`config.mk`:
```
export PLATFORM = sky130hd
export DESIGN_NAME = eth_frame_receiver_flat
export DESIGN_NICKNAME = d
export VERILOG_FILES = /design/src/rtl/eth_frame_receiver_if.sv /design/src/rtl/eth_frame_receiver.sv /design/src/flat_wrapper.sv
export SDC_FILE = /design/constraint.sdc
export NUM_CORES = 1
export LEC_CHECK = 0
export ABC_CLOCK_PERIOD_IN_PS = 21600
export BUFFER_PORTS_ARGS = -buffer_cell sky130_fd_sc_hd__buf_2
export CORE_MARGIN = 2
export CORE_UTILIZATION = 63
export CTS_CLUSTER_DIAMETER = 150
export DETAILED_ROUTE_END_ITERATION = 6
export GPL_TIMING_DRIVEN = 0
export PLACE_DENSITY = 0.85
export REMOVE_ABC_BUFFERS = 1
export SYNTH_ARGS = -nofsm -noshare
export SYNTH_HDL_FRONTEND = slang
export SYNTH_SLANG_ARGS = --single-unit
```
`constraint.sdc`:
```
create_clock -name clk -period 21.6 [get_ports clk]
set_input_delay 5.4 -clock clk [delete_from_list [all_inputs] [get_ports clk]]
set_output_delay 5.4 -clock clk [all_outputs]
set_load 0.01 [all_outputs]
```
`src/rtl/eth_frame_receiver_if.sv`:
```
// -----------------------------------------------------------------------------
// eth_frame_receiver_if
// Bundles the byte-wide receive link and the header / payload / status outputs
// of eth_frame_receiver.
//
// Signal handshake:
//   rx_valid qualifies rx_data on every rising clk edge. It stays high for the
//   whole frame, and its first low cycle marks the end of the frame. There is
//   no ready/backpressure in either direction. pay_valid, hdr_valid and
//   frame_done are single-cycle strobes. The header fields and the status
//   fields hold their values between strobes.
//
// Modports:
//   slave  - the receiver: consumes rx_*, drives the header/payload/status outputs
//   master - the link side / bench: drives rx_*, observes everything else
//
// Optional: ETH_RX_ADDR_FILTER_EN adds my_mac, the station address used by
//   the destination filter.
// dbg_state exposes the receiver FSM state for observation.
// -----------------------------------------------------------------------------
interface eth_frame_receiver_if;
  logic [7:0]  rx_data;
  logic        rx_valid;
`ifdef ETH_RX_ADDR_FILTER_EN
  logic [47:0] my_mac;
`endif
  logic [47:0] dest_mac;
  logic [47:0] src_mac;
  logic [15:0] ethertype;
  logic        hdr_valid;
  logic [7:0]  pay_data;
  logic        pay_valid;
  logic        pay_last;
  logic        frame_done;
  logic        frame_ok;
  logic        crc_err;
  logic        len_err;
  logic [15:0] payload_length;
  logic [2:0]  dbg_state;

  modport slave (
    input  rx_data, rx_valid,
`ifdef ETH_RX_ADDR_FILTER_EN
    input  my_mac,
`endif
    output dest_mac, src_mac, ethertype, hdr_valid,
    output pay_data, pay_valid, pay_last,
    output frame_done, frame_ok, crc_err, len_err, payload_length,
    output dbg_state
  );

  modport master (
    output rx_data, rx_valid,
`ifdef ETH_RX_ADDR_FILTER_EN
    output my_mac,
`endif
    input  dest_mac, src_mac, ethertype, hdr_valid,
    input  pay_data, pay_valid, pay_last,
    input  frame_done, frame_ok, crc_err, len_err, payload_length,
    input  dbg_state
  );
endinterface

```
`src/rtl/eth_frame_receiver.sv`:
```
// -----------------------------------------------------------------------------
// eth_frame_receiver
// Receive side of the byte-wide Ethernet frame link.
//   - strips the preamble (>= PRE_MIN x 0x55) and the SFD (0xD5)
//   - captures the destination MAC, the source MAC and the EtherType, then
//     pulses hdr_valid
//   - streams the payload through a 5-byte delay line, so that the 4 FCS bytes
//     are never emitted
//   - checks the CRC-32 residue and the frame length, then pulses frame_done
//     with the frame status
//
// Ports:
//   clk  - system clock, rising edge
//   rst  - asynchronous, active-high reset
//   bus  - eth_frame_receiver_if.slave (rx link in, header/payload/status out)
//
// Parameters:
//   MAX_PAYLOAD - largest payload accepted; a longer frame is flagged len_err
//   PRE_MIN     - minimum number of 0x55 bytes required before the SFD
//
// Optional feature, macro ETH_RX_ADDR_FILTER_EN:
//   A unicast frame whose destination does not match bus.my_mac is dropped
//   silently.
// -----------------------------------------------------------------------------
module eth_frame_receiver #(
  parameter int MAX_PAYLOAD = 1500,
  parameter int PRE_MIN     = 7
) (
  input logic             clk,
  input logic             rst,
  eth_frame_receiver_if.slave bus
);

  localparam logic [2:0] S_IDLE    = 3'd0;
  localparam logic [2:0] S_PRE     = 3'd1;
  localparam logic [2:0] S_MAC     = 3'd2;
  localparam logic [2:0] S_TYPE    = 3'd3;
  localparam logic [2:0] S_PAYLOAD = 3'd4;
  localparam logic [2:0] S_DROP    = 3'd5;

  localparam logic [31:0] CRC_RESIDUE = 32'hDEBB20E3;
  localparam logic [3:0]  PRE_MIN_C   = 4'(PRE_MIN);
  localparam logic [15:0] MAX_PAY_C   = 16'(MAX_PAYLOAD);

  // Bitwise reflected CRC-32 update for one byte, LSB first.
  function automatic logic [31:0] crc32_byte(input logic [31:0] c, input logic [7:0] d);
    logic [31:0] r;
    r = c;
    for (int i = 0; i < 8; i++) begin
      if (r[0] ^ d[i]) r = (r >> 1) ^ 32'hEDB88320;
      else             r = r >> 1;
    end
    return r;
  endfunction

  logic [2:0]       state_q, state_d;
  logic [3:0]       pre_cnt_q, pre_cnt_d;
  logic [3:0]       hdr_cnt_q, hdr_cnt_d;
  logic [103:0]     hdr_sr_q, hdr_sr_d;   // first 13 header bytes, oldest on top
  logic [15:0]      pay_cnt_q, pay_cnt_d; // payload bytes emitted so far
  logic [2:0]       dly_cnt_q, dly_cnt_d;
  logic [4:0][7:0]  dly_q, dly_d;         // entry 0 is the oldest byte
  logic [31:0]      crc_q, crc_d;
  logic             drop_pay_q, drop_pay_d; // S_DROP was entered on oversize

  logic [47:0] dest_mac_q, dest_mac_d;
  logic [47:0] src_mac_q, src_mac_d;
  logic [15:0] ethertype_q, ethertype_d;
  logic        hdr_valid_q, hdr_valid_d;
  logic [7:0]  pay_data_q, pay_data_d;
  logic        pay_valid_q, pay_valid_d;
  logic        pay_last_q, pay_last_d;
  logic        frame_done_q, frame_done_d;
  logic        frame_ok_q, frame_ok_d;
  logic        crc_err_q, crc_err_d;
  logic        len_err_q, len_err_d;
  logic [15:0] payload_length_q, payload_length_d;

  logic [31:0] crc_upd;
  logic        eof;

`ifdef ETH_RX_ADDR_FILTER_EN
  logic [47:0] dest_now;
  // The destination address is complete on the cycle its 6th byte arrives.
  assign dest_now = {hdr_sr_q[39:0], bus.rx_data};
`endif

  assign crc_upd = crc32_byte(crc_q, bus.rx_data);

  always_comb begin
    state_d          = state_q;
    pre_cnt_d        = pre_cnt_q;
    hdr_cnt_d        = hdr_cnt_q;
    hdr_sr_d         = hdr_sr_q;
    pay_cnt_d        = pay_cnt_q;
    dly_cnt_d        = dly_cnt_q;
    dly_d            = dly_q;
    crc_d            = crc_q;
    drop_pay_d       = drop_pay_q;
    dest_mac_d       = dest_mac_q;
    src_mac_d        = src_mac_q;
    ethertype_d      = ethertype_q;
    hdr_valid_d      = 1'b0;
    pay_data_d       = pay_data_q;
    pay_valid_d      = 1'b0;
    pay_last_d       = 1'b0;
    frame_done_d     = 1'b0;
    frame_ok_d       = frame_ok_q;
    crc_err_d        = crc_err_q;
    len_err_d        = len_err_q;
    payload_length_d = payload_length_q;
    eof              = 1'b0;

    case (state_q)
      S_IDLE: begin
        crc_d = '1;
        if (bus.rx_valid) begin
          if (bus.rx_data == 8'h55) begin
            state_d   = S_PRE;
            pre_cnt_d = 4'd1;
          end else begin
            state_d    = S_DROP;
            drop_pay_d = 1'b0;
          end
        end
      end

      S_PRE: begin
        crc_d = '1;
        if (!bus.rx_valid) begin
          state_d = S_IDLE;
        end else if (bus.rx_data == 8'h55) begin
          if (pre_cnt_q != 4'hF) pre_cnt_d = pre_cnt_q + 4'd1;
        end else if (bus.rx_data == 8'hD5 && pre_cnt_q >= PRE_MIN_C) begin
          state_d   = S_MAC;
          hdr_cnt_d = 4'd0;
          dly_cnt_d = 3'd0;
          pay_cnt_d = 16'd0;
        end else begin
          state_d    = S_DROP;
          drop_pay_d = 1'b0;
        end
      end

      S_MAC, S_TYPE: begin
        if (bus.rx_valid) begin
          crc_d     = crc_upd;
          hdr_sr_d  = {hdr_sr_q[95:0], bus.rx_data};
          hdr_cnt_d = hdr_cnt_q + 4'd1;
          if (hdr_cnt_q == 4'd11) state_d = S_TYPE;
          // The header outputs change only together, when the last EtherType byte arrives.
          if (hdr_cnt_q == 4'd13) begin
            dest_mac_d  = hdr_sr_q[103:56];
            src_mac_d   = hdr_sr_q[55:8];
            ethertype_d = {hdr_sr_q[7:0], bus.rx_data};
            hdr_valid_d = 1'b1;
            state_d     = S_PAYLOAD;
          end
`ifdef ETH_RX_ADDR_FILTER_EN
          if (hdr_cnt_q == 4'd5 && dest_now != bus.my_mac && !dest_now[40]) begin
            state_d    = S_DROP;
            drop_pay_d = 1'b0;
          end
`endif
        end else begin
          eof = 1'b1;
        end
      end

      S_PAYLOAD: begin
        if (bus.rx_valid) begin
          crc_d = crc_upd;
          if (dly_cnt_q == 3'd5) begin
            if (pay_cnt_q == MAX_PAY_C) begin
              state_d    = S_DROP;
              drop_pay_d = 1'b1;
            end else begin
              pay_data_d  = dly_q[0];
              pay_valid_d = 1'b1;
              dly_d       = {bus.rx_data, dly_q[4:1]};
              pay_cnt_d   = pay_cnt_q + 16'd1;
            end
          end else begin
            dly_d[dly_cnt_q] = bus.rx_data;
            dly_cnt_d        = dly_cnt_q + 3'd1;
          end
        end else begin
          eof = 1'b1;
        end
      end

      S_DROP: begin
        if (!bus.rx_valid) begin
          state_d = S_IDLE;
          if (drop_pay_q) begin
            frame_done_d     = 1'b1;
            crc_err_d        = 1'b0;
            len_err_d        = 1'b1;
            frame_ok_d       = 1'b0;
            payload_length_d = pay_cnt_q;
          end
        end
      end

      default: state_d = S_IDLE;
    endcase

    // End of frame inside the header or the payload. The 4 newest buffered
    // bytes are the FCS, so one byte beyond those is the final payload byte.
    if (eof) begin
      state_d      = S_IDLE;
      frame_done_d = 1'b1;
      if (dly_cnt_q == 3'd5) begin
        if (pay_cnt_q == MAX_PAY_C) begin
          crc_err_d        = 1'b0;
          len_err_d        = 1'b1;
          payload_length_d = pay_cnt_q;
        end else begin
          pay_data_d       = dly_q[0];
          pay_valid_d      = 1'b1;
          pay_last_d       = 1'b1;
          crc_err_d        = (crc_q != CRC_RESIDUE);
          len_err_d        = 1'b0;
          payload_length_d = pay_cnt_q + 16'd1;
        end
      end else if (dly_cnt_q == 3'd4) begin
        crc_err_d        = (crc_q != CRC_RESIDUE);
        len_err_d        = 1'b0;
        payload_length_d = 16'd0;
      end else begin
        crc_err_d        = 1'b0;
        len_err_d        = 1'b1;
        payload_length_d = pay_cnt_q;
      end
      frame_ok_d = !(crc_err_d || len_err_d);
    end
  end

  always_ff @(posedge clk or posedge rst) begin
    if (rst) begin
      state_q          <= S_IDLE;
      pre_cnt_q        <= '0;
      hdr_cnt_q        <= '0;
      hdr_sr_q         <= '0;
      pay_cnt_q        <= '0;
      dly_cnt_q        <= '0;
      dly_q            <= '0;
      crc_q            <= '1;
      drop_pay_q       <= 1'b0;
      dest_mac_q       <= '0;
      src_mac_q        <= '0;
      ethertype_q      <= '0;
      hdr_valid_q      <= 1'b0;
      pay_data_q       <= '0;
      pay_valid_q      <= 1'b0;
      pay_last_q       <= 1'b0;
      frame_done_q     <= 1'b0;
      frame_ok_q       <= 1'b0;
      crc_err_q        <= 1'b0;
      len_err_q        <= 1'b0;
      payload_length_q <= '0;
    end else begin
      state_q          <= state_d;
      pre_cnt_q        <= pre_cnt_d;
      hdr_cnt_q        <= hdr_cnt_d;
      hdr_sr_q         <= hdr_sr_d;
      pay_cnt_q        <= pay_cnt_d;
      dly_cnt_q        <= dly_cnt_d;
      dly_q            <= dly_d;
      crc_q            <= crc_d;
      drop_pay_q       <= drop_pay_d;
      dest_mac_q       <= dest_mac_d;
      src_mac_q        <= src_mac_d;
      ethertype_q      <= ethertype_d;
      hdr_valid_q      <= hdr_valid_d;
      pay_data_q       <= pay_data_d;
      pay_valid_q      <= pay_valid_d;
      pay_last_q       <= pay_last_d;
      frame_done_q     <= frame_done_d;
      frame_ok_q       <= frame_ok_d;
      crc_err_q        <= crc_err_d;
      len_err_q        <= len_err_d;
      payload_length_q <= payload_length_d;
    end
  end

  assign bus.dest_mac       = dest_mac_q;
  assign bus.src_mac        = src_mac_q;
  assign bus.ethertype      = ethertype_q;
  assign bus.hdr_valid      = hdr_valid_q;
  assign bus.pay_data       = pay_data_q;
  assign bus.pay_valid      = pay_valid_q;
  assign bus.pay_last       = pay_last_q;
  assign bus.frame_done     = frame_done_q;
  assign bus.frame_ok       = frame_ok_q;
  assign bus.crc_err        = crc_err_q;
  assign bus.len_err        = len_err_q;
  assign bus.payload_length = payload_length_q;
  assign bus.dbg_state      = state_q;

endmodule
```
`src/flat_wrapper.sv`:
```
// flat-port wrapper written by rule: the top's interface ports become plain ports
module eth_frame_receiver_flat 
#(
  parameter int MAX_PAYLOAD = 1500,
  parameter int PRE_MIN     = 7
)
  (clk, rst, bus_rx_data, bus_rx_valid, bus_dest_mac, bus_src_mac, bus_ethertype, bus_hdr_valid, bus_pay_data, bus_pay_valid, bus_pay_last, bus_frame_done, bus_frame_ok, bus_crc_err, bus_len_err, bus_payload_length, bus_dbg_state);
  eth_frame_receiver_if bus_i ();
  input logic clk;
  input logic rst;
  input wire logic [$bits(bus_i.rx_data)-1:0] bus_rx_data;
  input wire logic [$bits(bus_i.rx_valid)-1:0] bus_rx_valid;
  output wire logic [$bits(bus_i.dest_mac)-1:0] bus_dest_mac;
  output wire logic [$bits(bus_i.src_mac)-1:0] bus_src_mac;
  output wire logic [$bits(bus_i.ethertype)-1:0] bus_ethertype;
  output wire logic [$bits(bus_i.hdr_valid)-1:0] bus_hdr_valid;
  output wire logic [$bits(bus_i.pay_data)-1:0] bus_pay_data;
  output wire logic [$bits(bus_i.pay_valid)-1:0] bus_pay_valid;
  output wire logic [$bits(bus_i.pay_last)-1:0] bus_pay_last;
  output wire logic [$bits(bus_i.frame_done)-1:0] bus_frame_done;
  output wire logic [$bits(bus_i.frame_ok)-1:0] bus_frame_ok;
  output wire logic [$bits(bus_i.crc_err)-1:0] bus_crc_err;
  output wire logic [$bits(bus_i.len_err)-1:0] bus_len_err;
  output wire logic [$bits(bus_i.payload_length)-1:0] bus_payload_length;
  output wire logic [$bits(bus_i.dbg_state)-1:0] bus_dbg_state;
  assign bus_i.rx_data = bus_rx_data;
  assign bus_i.rx_valid = bus_rx_valid;
  assign bus_dest_mac = bus_i.dest_mac;
  assign bus_src_mac = bus_i.src_mac;
  assign bus_ethertype = bus_i.ethertype;
  assign bus_hdr_valid = bus_i.hdr_valid;
  assign bus_pay_data = bus_i.pay_data;
  assign bus_pay_valid = bus_i.pay_valid;
  assign bus_pay_last = bus_i.pay_last;
  assign bus_frame_done = bus_i.frame_done;
  assign bus_frame_ok = bus_i.frame_ok;
  assign bus_crc_err = bus_i.crc_err;
  assign bus_len_err = bus_i.len_err;
  assign bus_payload_length = bus_i.payload_length;
  assign bus_dbg_state = bus_i.dbg_state;
  eth_frame_receiver #(.MAX_PAYLOAD(MAX_PAYLOAD), .PRE_MIN(PRE_MIN)) u_core (.clk(clk), .rst(rst), .bus(bus_i));
endmodule
```
==> flow_metrics.py <==
metrics = {
    "run_status": {
        "status": "finished clean",
    },
    "grt": {
        "grt_usage_pct": 24.73,
        "grt_pass1_vias": 10029,
        "grt_pass1_wl_um": 51320,
        "antenna_found_initial": 0,
        "grt_start_max_net_pins": 130,
        "overflow": 0,
    },
    "clock_network": {
        "postCtsSetupBuffers": 0,
        "clk_path_buf_depth": 3,
        "holdBufCountCts": 0,
        "ctsResizeCount": 0,
        "root_buffer": "clkbuf_16",
        "numCtsBuffers": 37,
        "cts_sinks": 350,
        "cts-htree-levels": 2,
        "clkSlewWorstSetupHoldPaths_ns": 0.06,
        "clk_latency_ns": 0.52,
        "cts_tree": "yes",
    },
    "worst_setup_path": {
        "cp.arrival_ns": 7.80,
        "max_stage_delay_ns": 0.77,
        "worst-path-max-fanout": 47,
        "path_class": "input pin to flip-flop",
        "worst-path-buf-inv": 3,
        "crit_start": "bus_rx_valid",
        "r2r-start": "u_core.dly_cnt_q[1]",
        "crit_top_cell": "buf_12",
        "path_cells": "buf_2 -> nand2_4 -> nor2_4 -> buf_12 -> buf_12 -> mux2_2",
        "worst_setup_path_end_kind": "flip-flop",
        "crit_required_ns": 22.00,
        "crit_family": "simple AND/OR/NAND/NOR gates",
        "crit_path_top_delay_cell": "nor2_4",
        "cp-start-kind": "input pin",
    },
    "floorplan": {
        "ios": 157,
        "die_area_um2": 25220,
        "floorplan.rows": 56,
        "fp.coreArea_um2": 23470,
        "die_w_um": 158.8,
        "initial_core_util_pct": 64.33,
        "dieHeight_um": 158.8,
    },
    "layout": {
        "final_core_util_pct": 74.09,
        "final_cell_mix": "dfrtp_1, mux2_2, buf_2, a21oi_1, o21ai_0",
        "mostFrequentLayoutCell": "dfrtp_1",
        "diodes": 0,
        "final_layout_size_suffix_gt1_share_pct": 36.65,
        "fin_nets": 1370,
        "n_fill_cell": 1508,
        "syn2layout_area_growth_pct": 15.17,
    },
    "synthesis": {
        "synth_cell_type_count": 72,
        "synth_enable_flop_cells": 0,
        "synthFlopType": "dfrtp_1",
        "synth_warnings": 0,
        "ys_seq_area_share_pct": 58.27,
        "synth_cells": 1211,
        "syn-cell-area_um2": 15100,
        "syn_avg_cell_area_um2": 12.47,
        "ys_async_sr_fraction_pct": 100.0,
        "ys_seq_elements": 350,
    },
    "route": {
        "ant_nets": 0,
        "drc": 0,
        "drt-vias-per-instance": 5.847,
        "via_count": 9923,
        "drt-total-wl_um": 30740,
        "drtIter0Drc": 649,
        "first_pass_iters": 5,
        "routedWlPerCell_um": 18.11,
    },
    "hold_path": {
        "min-delay-start": "u_core.bus.payload_length[9]",
        "hold_path_class": "flip-flop to flip-flop",
    },
    "timing": {
        "worst_pin_slew_ns": 1.267,
        "finalClockSkew_ns": 0.01651,
        "setup_viol": 0,
        "hold_violations": 0,
        "fmax_ghz": 0.1350,
        "fin_tns_setup_ns": 0,
        "finalCritPeriodShare_pct": 34.28,
        "min_period_ns": 7.405,
        "rsz0062_at_grt": "no",
        "slew_violations": 0,
        "slew_headroom_pct": 15.55,
    },
    "power": {
        "powerDensity_nw_per_um2": 102.4,
        "leakage_nw": 8.591,
        "peakVddDrop_mv": 0.06759,
    },
    "flow_run": {
        "cap_violations": 0,
    },
    "place": {
        "hpwl_um": 20020,
        "portBuffers": 156,
        "gp_congestion": 0.8572,
    },
}
## worst register-to-register path, stage by stage, from the launching register on
cell,delay (ns)
dfrtp_1,0.46
inv_1,0.18
ha_1,0.37
and2_1,1.04
nand2_1,0.89
o41ai_1,0.60
## cell families after synthesis
| family | after synthesis | synth area share, % |
|---|---|---|
| and+or+nand+nor | 237 | 7.715 |
| DFF | 350 | 58.27 |
| muxes | 229 | 17.05 |
| adders and majority gates | 8 | 0.6629 |
| AOI/OAI and AO/OA | 239 | 9.024 |
| buffers and inverters | 73 | 2.138 |
| xor gates and xnor gates | 75 | 5.138 |
## sequential cells by signal, indices dropped and copies added, names as in the netlist, 3 cells and up
| name | cells |
|---|---|
| u_core.dly_q | 40 |
| u_core.bus.ethertype | 16 |
| u_core.dly_cnt_q | 3 |
| u_core.crc_q | 32 |
| u_core.pay_cnt_q | 16 |
| u_core.bus.dest_mac | 48 |
| u_core.hdr_cnt_q | 4 |
| u_core.bus.payload_length | 16 |
| u_core.bus.src_mac | 48 |
| u_core.hdr_sr_q | 104 |
| u_core.bus.pay_data | 8 |
| u_core.pre_cnt_q | 4 |
| u_core.bus.dbg_state | 3 |
## report_power, final
part           leakage, nW  internal (mW)  switching, mW
Combinational         3.28          0.165          0.213
Sequential            4.72          0.728         0.0506
Clock                0.590          0.372          0.252
Total                 8.59           1.27          0.516
## area by class of cell
type | count | area, um^2 | area share, %
Clock buffer | 56 | 1087 | 6.252
Multi-Input combinational cell | 788 | 5997 | 34.48
Timing Repair Buffer | 164 | 949.7 | 5.461
Sequential cell | 350 | 8798 | 50.59
Tap cell | 319 | 399.1 | 2.295
Inverter | 10 | 45.04 | 0.2590
Clock inverter | 10 | 113.9 | 0.6547
## through the flow
stage	power (mW)	worst slack (ns)	area [um^2]	hold slack, ns	instances
2_1_floorplan	1.070	6.546	14810	0.4444	1148
3_3_place_gp	1.146	2.827	15990	0.4595	1623
4_1_cts	1.792	14.21	17380	0.4816	1696
6_report	1.781	14.19	17390	0.4779	1697
5_1_grt	1.866	14.05	17390	0.5097	1697
3_5_place_dp	1.164	13.69	16180	0.4677	1630
## synthesized netlist by cell type, drive strengths merged, types with 8 or more instances
| master | number | area [um^2] |
|---|---|---|
| clkbuf | 40 | 153.9 |
| nor3 | 14 | 75.07 |
| xnor2 | 55 | 553.0 |
| a21oi | 90 | 450.4 |
| mux2 | 226 | 2545 |
| nand3 | 17 | 85.08 |
| dfrtp | 318 | 7958 |
| and2 | 13 | 81.33 |
| inv | 9 | 33.78 |
| o21ai | 88 | 447.9 |
| nand2 | 69 | 261.5 |
| ha | 8 | 100.1 |
| nor2 | 75 | 284.0 |
| buf | 23 | 131.4 |
| o31ai | 9 | 67.56 |
| dfstp | 32 | 840.8 |
| xor2 | 19 | 200.2 |
| a31oi | 14 | 87.58 |
## per-layer routing
layer | vias up | global-route usage [%] | wire length [um]
li1 | 4590 | - | -
met1 | 5002 | 34.16 | 13410
met2 | 274 | 40.61 | 14990
met3 | 57 | 3.631 | 1485
met4 | 0 | 8.590 | 854
met5 | - | 0 | 0
## worst paths after layout
path / to / slack [ns] / depth (start not counted)
max: u_core.bus.dest_mac[34] / 14.19 / 6
min: u_core.bus.payload_length[9] / 0.48 / 2
max reg2reg: u_core.pay_cnt_q[6] / 17.94 / 5
min reg2reg: u_core.bus.payload_length[9] / 0.48 / 2
max in group asynchronous: u_core.bus.src_mac[40] / 15.50 / 3
min in group asynchronous: u_core.bus.dest_mac[46] / 5.07 / 2
Power figures use the tool's default switching activity.
